[config.mk]
export PLATFORM = sky130hd
export DESIGN_NAME = imem_loader
export DESIGN_NICKNAME = d
export VERILOG_FILES = /design/src/rtl/imem_loader.sv
export SDC_FILE = /design/constraint.sdc
export NUM_CORES = 1
export LEC_CHECK = 0
export ABC_AREA = 1
export BUFFER_PORTS_ARGS = -buffer_cell sky130_fd_sc_hd__buf_4
export CAP_MARGIN = 15
export CORE_MARGIN = 5
export CORE_UTILIZATION = 52
export CTS_CLUSTER_SIZE = 14
export DETAILED_ROUTE_END_ITERATION = 10
export GPL_ROUTABILITY_DRIVEN = 0
export PLACE_DENSITY = 0.76
export SLEW_MARGIN = 20
export SYNTH_ARGS = -nofsm -noshare
export SYNTH_HDL_FRONTEND = slang
export SYNTH_SLANG_ARGS = --single-unit
[constraint.sdc]
create_clock -name clk -period 2.12 [get_ports clk]
set_clock_uncertainty 0.2 [all_clocks]
set_input_delay 0.212 -clock clk [delete_from_list [all_inputs] [get_ports clk]]
set_output_delay 0.212 -clock clk [all_outputs]
set_load 0.02 [all_outputs]
[src/rtl/imem_loader.sv]
// Streams a byte-wise program image (16-bit LE word count, then LE words) into imem, holding the core while loading.
// One write per word, wr_en one cycle after the 4th byte; in_valid gaps stall the loader indefinitely.
module imem_loader #(
  parameter int ADDR_W = 10,
  parameter int DEPTH  = 1024
) (
  input  logic              clk,
  input  logic              rst,
  input  logic              start,
  input  logic [7:0]        in_data,
  input  logic              in_valid,
  output logic              in_ready,
  output logic              wr_en,
  output logic [ADDR_W-1:0] wr_addr,
  output logic [31:0]       wr_data,
  output logic              cpu_hold,
  output logic              busy,
  output logic              done,
  output logic              err,
  output logic [15:0]       words_loaded
);

  typedef enum logic [2:0] {IDLE, HDR0, HDR1, BYTE, WRITE, DONE} state_t;

  state_t            state;
  state_t            state_nxt;
  logic [15:0]       count;
  logic [15:0]       count_full;
  logic [1:0]        idx;
  logic [23:0]       word;
  logic [ADDR_W-1:0] addr;
  logic              hs;
  logic              oversize;
  logic              last_word;

  assign hs         = in_valid && in_ready;
  assign count_full = {in_data, count[7:0]};
  assign oversize   = 32'(count_full) > 32'(DEPTH);
  assign last_word  = 32'(addr) == (32'(count) - 32'd1);
  assign cpu_hold   = busy;

  always_ff @(posedge clk or negedge rst) begin
    if (!rst) state <= IDLE;
    else      state <= state_nxt;
  end

  always_comb begin
    state_nxt = state;
    in_ready  = 1'b0;
    wr_en     = 1'b0;
    done      = 1'b0;
    busy      = 1'b1;
    case (state)
      IDLE: begin
        busy = 1'b0;
        if (start) state_nxt = HDR0;
      end
      HDR0: begin
        in_ready = 1'b1;
        if (in_valid) state_nxt = HDR1;
      end
      HDR1: begin
        in_ready = 1'b1;
        if (in_valid) begin
          if (count_full == 16'd0) state_nxt = DONE;
          else if (oversize)       state_nxt = IDLE;
          else                     state_nxt = BYTE;
        end
      end
      BYTE: begin
        in_ready = 1'b1;
        if (in_valid && idx == 2'd3) state_nxt = WRITE;
      end
      WRITE: begin
        wr_en     = 1'b1;
        state_nxt = last_word ? DONE : BYTE;
      end
      DONE: begin
        done      = 1'b1;
        state_nxt = IDLE;
      end
      default: state_nxt = IDLE;
    endcase
  end

  // Output word/address are captured only when a word completes, so they stay put between writes.
  always_ff @(posedge clk or negedge rst) begin
    if (!rst) begin
      count        <= '0;
      idx          <= '0;
      word         <= '0;
      addr         <= '0;
      wr_addr      <= '0;
      wr_data      <= '0;
      err          <= 1'b0;
      words_loaded <= '0;
    end else begin
      case (state)
        IDLE: begin
          if (start) begin
            err          <= 1'b0;
            words_loaded <= '0;
          end
        end
        HDR0: begin
          if (hs) count[7:0] <= in_data;
        end
        HDR1: begin
          if (hs) begin
            count[15:8] <= in_data;
            idx         <= '0;
            addr        <= '0;
            if (oversize) err <= 1'b1;
          end
        end
        BYTE: begin
          if (hs) begin
            idx <= idx + 2'd1;
            if (idx == 2'd3) begin
              wr_data <= {in_data, word};
              wr_addr <= addr;
            end else begin
              word[{idx, 3'b000} +: 8] <= in_data;
            end
          end
        end
        WRITE: begin
          words_loaded <= words_loaded + 16'd1;
          if (!last_word) addr <= addr + 1'b1;
        end
        default: ;
      endcase
    end
  end

endmodule

==> impl_metrics.py <==
metrics = {
    "status": {
        "outcome": "complete, but fails checks",
        "violations": "negative setup slack",
    },
    "die": {
        "start_util": 0.525,
        "core_area_um2": 10700,
        "rows": 38,
        "ios": 76,
        "die_h_um": 114,
        "die_area_um2": 13000,
        "fp.dieW_um": 114,
    },
    "yosys": {
        "netlist_instances": 666,
        "synth_common_cells": "nand2_1 (164), dfrtp_1 (114), o21ai_0 (84), inv_1 (77), nor2_1 (40)",
        "synth_top_area_share": 0.507,
        "synthMuxAreaShare": 0.00378,
        "synth_top_family_by_area": "simple AND/OR/NAND/NOR gates",
        "synth_top_area_cell": "dfrtp_1",
        "synth-simple-area-share": 0.263,
        "synth_compound_area_frac": 0.107,
        "ys_types": 46,
        "synth_area_um2": 5620,
        "syn_avg_cell_area_um2": 8.44,
        "synth-seq-area-share": 0.507,
        "synth_ff_type": "dfrtp_1",
        "syn_nets": 687,
        "synth_xor_area_frac": 0.0278,
        "async_flop_share": 1.00,
        "synth_seq_cells": 114,
        "yosysMostFrequentCell": "nand2_1",
        "yosys_warnings": 0,
        "synth-edff-count": 0,
        "synthTopCellsByArea": "dfrtp_1 (51%), nand2_1 (11%), o21ai_0 (7.5%)",
        "synth_adder_area_share": 0.0200,
    },
    "sta": {
        "post-route-period-util": 1.01,
        "setup_viol": 5,
        "slew_headroom": 0.643,
        "rsz0062_at_grt": "yes",
        "fmax_mhz": 467,
        "worstMarginPinSlew_ns": 0.533,
        "holdWs_ns": 0.000139,
        "hold_viol": 0,
        "slew_viol_final": 0,
        "fin_crit_ns": 2.14,
        "fin_ws_ns": -0.0217,
    },
    "finish": {
        "multiInputGateArea_um2": 2490,
        "register_area_um2": 2860,
        "antenna_cells": 0,
        "drive_above_1_share": 0.230,
        "fin_util": 0.678,
        "n_fill_cell": 819,
        "area_growth_pct": 29.0,
        "fin_cells": 924,
        "nets": 793,
    },
    "placement": {
        "io_buffer_count": 75,
        "hpwlAfterDp_mm": 9.59,
        "post-place-cells": 877,
        "preCtsSetupSlack_ns": -0.0905,
    },
    "cts": {
        "clockBufferDepth": 2,
        "clock-sinks": 114,
        "path_clk_slew_ns": 0.05,
        "cts.htree.levels": 4,
        "tritoncts": "yes",
        "clockRootBuffer": "clkbuf_8",
        "numCtsBuffers": 17,
        "worstSkewPairLatency_ns": 0.52,
    },
    "drt": {
        "routed_via_density": 5.35,
        "drtAntennaViolNets": 0,
        "drcViolationCount": 0,
        "via_count": 4939,
        "first_pass_iters": 5,
        "drt_iter0_drc": 332,
        "wl_per_cell_um": 14.9,
        "drt-total-wl_mm": 13.8,
    },
    "worst_setup_path": {
        "cp_common_cell": "nand2_1",
        "end_kind": "flip-flop",
        "worstPathMaxFanout": 6,
        "cp_cell_sequence": "buf_4 > nor2_4 > nand2_4 > nor2_4 > nand2_1 > nand2_1 > nand2_1 > nor2_1 > nand2_1 > nor2_4 > nand3_4 > nand2_8 > nand2_2 > nand2_2",
        "cp-start-kind": "flip-flop",
        "slowest_delay_ns": 0.39,
        "arrival_ns": 2.40,
        "cp_data_required_time_ns": 2.38,
        "worst-setup-path-type": "flip-flop to flip-flop",
        "slowest_stage": "dfrtp_1",
    },
    "global_routing": {
        "globalRouteOverflowTotal": 0,
        "antenna_found_initial": 0,
        "grt_pass1_wl_mm": 23.2,
        "grt_pass1_vias": 4827,
        "grt_max_degree": 66,
        "grt_util_all_layers": 0.224,
    },
    "pwr": {
        "peakVddDrop_mv": 0.839,
        "power_leakage_nw": 3.50,
        "power_density_nw_per_um2": 1350,
    },
    "flow_run": {
        "max_cap_violations": 0,
    },
    "worst_hold_path": {
        "hp-class": "input pin to async pin",
    },
}
==> cells in the final DEF (no fill, tap or decap), types with 12 or more instances in the layout <==
master     Yosys  routed
nand2_2        2      12
nand3_1       36      35
clkbuf_16      0      16
o21ai_0       84      83
dfrtp_1      114     112
nand4_1       19      19
nor2_1        40      36
inv_1         77      75
nand2_1      164     154
buf_4          2      93
==> state kept, by name, indices dropped and copies added (netlist names) <==
register,count
count,16
idx,2
wr_data,32
state,3
words_loaded,16
word,24
addr,10
err,1
wr_addr,10
==> final cells by class <==
class | instances | area share
Sequential cell | 114 | 0.394
Multi-Input combinational cell | 451 | 0.344
Timing Repair Buffer | 106 | 0.117
Clock buffer | 22 | 0.0638
Inverter | 82 | 0.0425
Tap cell | 140 | 0.0242
Clock inverter | 9 | 0.0147
==> per-layer routing <==
layer,GRT usage,vias to the layer above,routed length [um]
met5,0,-,0
met4,0.0721,0,231
met3,0.0568,28,855
met2,0.366,167,6740
met1,0.294,2355,5990
li1,-,2389,-
==> stage by stage <==
step	cell area (um2)	TNS, ns	power, mW
after floorplan	5620	0	5.57
after global placement	6430	0	6.66
after detailed placement	6430	-0.490	6.80
after CTS	7140	-0.0902	9.65
after global routing	7250	-1.60	10.4
final	7250	-0.0526	9.79
==> timing repair <==
action / CTS / global route
pin swaps: 5 / 15
gates cloned: 1 / 1
hold buffers: 11 / 0
hold endpoints to repair: 171 / 0
buffers inserted: 1 / 2
setup endpoints to repair: 13 / 16
gates resized for setup: 6 / 24
==> report_power, final <==
part / leakage (nW) / total, mW / switching, mW / internal [mW]
Clock: 0.273 / 2.74 / 0.991 / 1.75
Combinational: 1.76 / 3.67 / 2.27 / 1.40
Sequential: 1.47 / 3.38 / 0.524 / 2.85
==> worst paths after layout <==
path / from / end / slack (ns) / cells past startpoint
max in group asynchronous: rst / count[10] / 1.01 / 3
max: count[1] / addr[0] / -0.02 / 14
min in group clk: wr_addr[5] / wr_addr[5] / 0.28 / 2
min: rst / wr_addr[8] / 0.0001 / 2
max reg2reg: count[1] / addr[0] / -0.02 / 14
min reg2reg: wr_addr[5] / wr_addr[5] / 0.28 / 2
==> critical path: cells and delay by family (launching register included) <==
family | cells | cell delay (ns)
buffers and inverters | 1 | 0.15
flip-flops | 1 | 0.39
AND/OR/NAND/NOR | 13 | 1.34
==> cell families (layout without fill, tap and decap cells) <==
logic type,Yosys count,in the layout
AOI/OAI and AO/OA,114,114
xor gates and xnor gates,17,17
adders and majority gates,9,9
buffers and inverters,103,219
DFF,114,114
muxes,2,2
and+or+nand+nor,307,309
(Power assumes the default switching activity.)
